--- config.mk ---
export PLATFORM = sky130hd
export DESIGN_NAME = serial_adder_nbit
export DESIGN_NICKNAME = d
export VERILOG_FILES = /design/src/rtl/serial_adder_nbit.sv
export SDC_FILE = /design/constraint.sdc
export NUM_CORES = 1
export LEC_CHECK = 0
export CORE_MARGIN = 10
export CORE_UTILIZATION = 46
export DETAILED_ROUTE_END_ITERATION = 16
export PLACE_DENSITY = 0.82
export SLEW_MARGIN = 25
export SYNTH_ARGS = -nofsm -noshare
export SYNTH_HDL_FRONTEND = slang
export SYNTH_SLANG_ARGS = --single-unit
--- constraint.sdc ---
create_clock -name clk -period 1.33 [get_ports clk]
set_clock_uncertainty 0.05 [all_clocks]
set_input_delay 0.133 -clock clk [delete_from_list [all_inputs] [get_ports clk]]
set_output_delay 0.133 -clock clk [all_outputs]
set_load 0.02 [all_outputs]
--- src/rtl/serial_adder_nbit.sv ---
// rtl/serial_adder_nbit.sv - digit-serial adder/subtractor, LSB first, DIGIT bits per clock
module serial_adder_nbit #(
  parameter int WIDTH = 8,
  parameter int DIGIT = 1
) (
  input  logic             clk,
  input  logic             rst,
  input  logic             start,
  input  logic             sub,
  input  logic [WIDTH-1:0] A,
  input  logic [WIDTH-1:0] B,
  input  logic             Cin,
  output logic             busy,
  output logic             done,
  output logic [WIDTH-1:0] sum,
  output logic             carry,
  output logic             overflow
);

  localparam int N  = WIDTH / DIGIT;
  localparam int CW = $clog2(N + 1);

  generate
    if (WIDTH < 1 || DIGIT < 1 || (WIDTH % DIGIT) != 0) begin : g_bad_params
      $error("serial_adder_nbit: WIDTH must be a positive multiple of DIGIT");
    end
  endgenerate

  typedef enum logic [1:0] {IDLE, RUN, DONE} state_t;

  state_t           state;
  logic [WIDTH-1:0] a_sh;
  logic [WIDTH-1:0] b_sh;
  logic [WIDTH-1:0] res;
  logic             c;
  logic             a_msb;
  logic             b_msb;
  logic [CW-1:0]    cnt;

  logic [DIGIT:0]   slice;
  logic [WIDTH-1:0] res_next;
  logic             last;

  // One DIGIT-wide full-adder slice; its sum digit enters the result register from the top
  always_comb begin
    slice    = {1'b0, a_sh[DIGIT-1:0]} + {1'b0, b_sh[DIGIT-1:0]} + {{DIGIT{1'b0}}, c};
    res_next = (res >> DIGIT) | (WIDTH'(slice[DIGIT-1:0]) << (WIDTH - DIGIT));
    last     = (cnt == CW'(N - 1));
  end

  // Control FSM with datapath registers; all outputs are registered
  always_ff @(posedge clk) begin
    if (rst) begin
      state    <= IDLE;
      a_sh     <= '0;
      b_sh     <= '0;
      res      <= '0;
      c        <= 1'b0;
      a_msb    <= 1'b0;
      b_msb    <= 1'b0;
      cnt      <= '0;
      busy     <= 1'b0;
      done     <= 1'b0;
      sum      <= '0;
      carry    <= 1'b0;
      overflow <= 1'b0;
    end else begin
      case (state)
        IDLE, DONE: begin
          done <= 1'b0;
          if (start) begin
            // Subtraction is A + ~B + ~Cin, so invert B and the incoming carry here
            a_sh  <= A;
            b_sh  <= sub ? ~B : B;
            c     <= Cin ^ sub;
            a_msb <= A[WIDTH-1];
            b_msb <= B[WIDTH-1] ^ sub;
            cnt   <= '0;
            busy  <= 1'b1;
            state <= RUN;
          end else begin
            state <= IDLE;
          end
        end
        RUN: begin
          c    <= slice[DIGIT];
          res  <= res_next;
          a_sh <= a_sh >> DIGIT;
          b_sh <= b_sh >> DIGIT;
          cnt  <= cnt + CW'(1);
          if (last) begin
            sum      <= res_next;
            carry    <= slice[DIGIT];
            overflow <= (a_msb == b_msb) && (res_next[WIDTH-1] != a_msb);
            done     <= 1'b1;
            busy     <= 1'b0;
            state    <= DONE;
          end
        end
        default: begin
          state <= IDLE;
          busy  <= 1'b0;
          done  <= 1'b0;
        end
      endcase
    end
  end

endmodule
==> out/qor.yml <==
run_status: "complete, but fails checks"
failed_checks: "negative setup slack"
worst_slack_ps: -139
syn_avg_cell_area_um2: 8.66
die_h_um: 82.9
power_mw: 2.81
post_layout_nonfiller_instances: 300
timing.rr.end: "overflow"
min-delay-start: "A[7]"
power.leakage_nw: 0.938
synth_top_area_share_pct: 48.4
grt_start_max_net_pins: 26
crit_start: "b_sh[0]"
power_density_mw_per_mm2: 1150
synthDistinctLibCells: 26
grt_use_met2_pct: 19.4
critPathCaptureType: "register"
drt-initial-drc-count: 165
max_slew_margin_pct: 83.0
grt_pass1_wl_um: 7470
cts_root_buf: "clkbuf_8"
synth.net_count: 233
synthesis.area_mm2: 0.00182
ys_ff_latch: 44
synth_common_cells: "dfxtp_1 (44), a21oi_1 (42), nand3_1 (28), nand2_1 (19), a22oi_1 (15)"
tritoncts: "done"
synthAdderAreaFrac_pct: 1.79
drt_first_pass_iters: 5
gr-usage-met1_pct: 15.7
post-route-min-period_ps: 1470
vias: 1650
synthCells: 210
hold_violations: 0
post_drt_wl_per_cell_um: 14.6
endpoint: "overflow"
final_cell_area_mm2: 0.00244
rsz0062_at_grt: "yes"
tns_ps: -139
die_w_um: 82.9
port_buffers: 32
cts_made_buffers: 5
area_growth_pct: 34.1
diodes: 0
timing.rr.start: "b_sh[0]"
avgViaCountPerCell: 5.50
core_mm2: 0.00374
track_usage_pct: 12.7
start_util_pct: 48.6
cp-start-kind: "register"
drc: 0
max_freq_mhz: 681
rows: 22
synth_top_family_by_area: "compound AO/OA/AOI/OAI gates"
synth_area_leaders: "dfxtp_1 (48%), a21oi_1 (12%), nand3_1 (7.7%)"
crit_type: "reg -> reg"
ir_worst_vdd_mv: 0.644
synthSimpleGateAreaFrac_pct: 17.3
overflow: 0
holdBufCountCts: 0
placedCellCount: 289
nets: 274
synth.most_common_cell: "dfxtp_1"
synthArstFlopShare_pct: 0
ys_warn_count: 0
die_area_mm2: 0.00687
clk_pin_slew_ps: 70
hold_depth: 3
busiest_layer: "met2"
hp-class: "in -> reg"
ff2ff_path_depth: 4
placed_area_mm2: 0.00228
synth-xor-area-share_pct: 4.33
muxShareOfSynthArea_pct: 1.24
cp_data_required_time_ps: 1460
synth-edff-count: 0
slew_violations: 0
period_share_pct: 110
fillers: 309
seq_area_frac_synth_pct: 48.4
cts_buffer_depth: 2
synth_top_area_cell: "dfxtp_1"
grt_pass1_vias: 1546
antenna_found_initial: 0
wl_um: 4390
synth-compound-area-share_pct: 21.5
clock_latency_ps: 300
cp_max_fo: 2
ys.flop_type: "dfxtp_1"
dp_hpwl_um: 2930
htree_levels: 2
cap_violations: 0
drive_gt1_share_pct: 16.7
globalplace.congestion: 0.800
clkSinkCount: 44
utilization_pct: 65.2
ios: 33
ant_nets: 0
use_met3_pct: 3.81
arrival_ps: 1600
r2r_slack_ps: -140
tightest_slew_ps: 254
setup_viol: 1
[cell families after synthesis]
family                     Yosys count
buffers and inverters               20
muxes                                2
adders and majority gates            2
xor gates and xnor gates             9
and+or+nand+nor                     64
AOI/OAI and AO/OA                   69
DFF                                 44
[registers in the layout, indices dropped and copies added (netlist names)]
register,flops
overflow,1
done,1
cnt,4
carry,1
state,2
busy,1
b_sh,8
a_msb,1
res,7
a_sh,8
sum,8
c,1
b_msb,1
[power breakdown]
part / internal (mW) / switching (mW) / total [mW] / leakage [nW]
Combinational: 0.199 / 0.208 / 0.407 / 0.523
Sequential: 1.37 / 0.0347 / 1.41 / 0.360
Clock: 0.557 / 0.436 / 0.993 / 0.0552
[critical path, cell delays in order, from the launching register on]
cell,delay [ps]
dfxtp_2,330
fa_1,540
and3b_1,190
a21oi_2,140
a311oi_2,100
[stage by stage]
step | setup slack [ps] | hold WS, ps
final | -139 | 381
after global routing | -189 | 387
after CTS | -110 | 366
after detailed placement | -146 | 400
after global placement | -139 | 396
after floorplan | -97.3 | 242
[cell usage in the layout, fill, tap and decap left out, drive strengths merged]
cell	count
a211oi	1
a21oi	42
a22oi	15
a311oi	1
and2b	1
and3b	2
buf	22
bufinv	1
clkbuf	6
clkdlybuf4s50	20
clkinv	1
dfxtp	44
dlygate4sd2	12
fa	1
ha	1
mux2	2
nand2	19
nand2b	3
nand3	28
nand3b	2
nand4	1
nor2	4
nor2b	1
nor3	2
nor3b	1
o21ai	9
o21bai	1
xor2	9
[area by class of cell]
type	instances	area [µm²]	share of cell area (%)
Timing Repair Buffer	54	512	21.0
Multi-Input combinational cell	146	875	35.8
Sequential cell	44	886	36.3
Clock inverter	2	35.0	1.44
Clock buffer	6	72.6	2.97
Tap cell	48	60.1	2.46
[timing repair]
item / CTS / global route
setup endpoints to repair: 21 / 13
resized for setup: 16 / 10
pin swaps: 1 / 2
buffers inserted: 0 / 3
[how the worst min path moves through the flow]
stage                     endpoint  slack, ps
final                        a_msb        380
after global routing         a_msb        390
after CTS                    a_msb        370
after detailed placement    res[1]        400
after global placement      res[1]        400
after floorplan              a_msb        240
[routing by layer]
| metal | wire length [µm] | up-vias | share of wire (%) |
|---|---|---|---|
| li1 | - | 828 | - |
| met1 | 2020 | 774 | 46 |
| met2 | 2050 | 39 | 47 |
| met3 | 217 | 9 | 4.9 |
| met4 | 99 | 0 | 2.3 |
| met5 | 0 | - | 0 |
(Power assumes the default switching activity.)
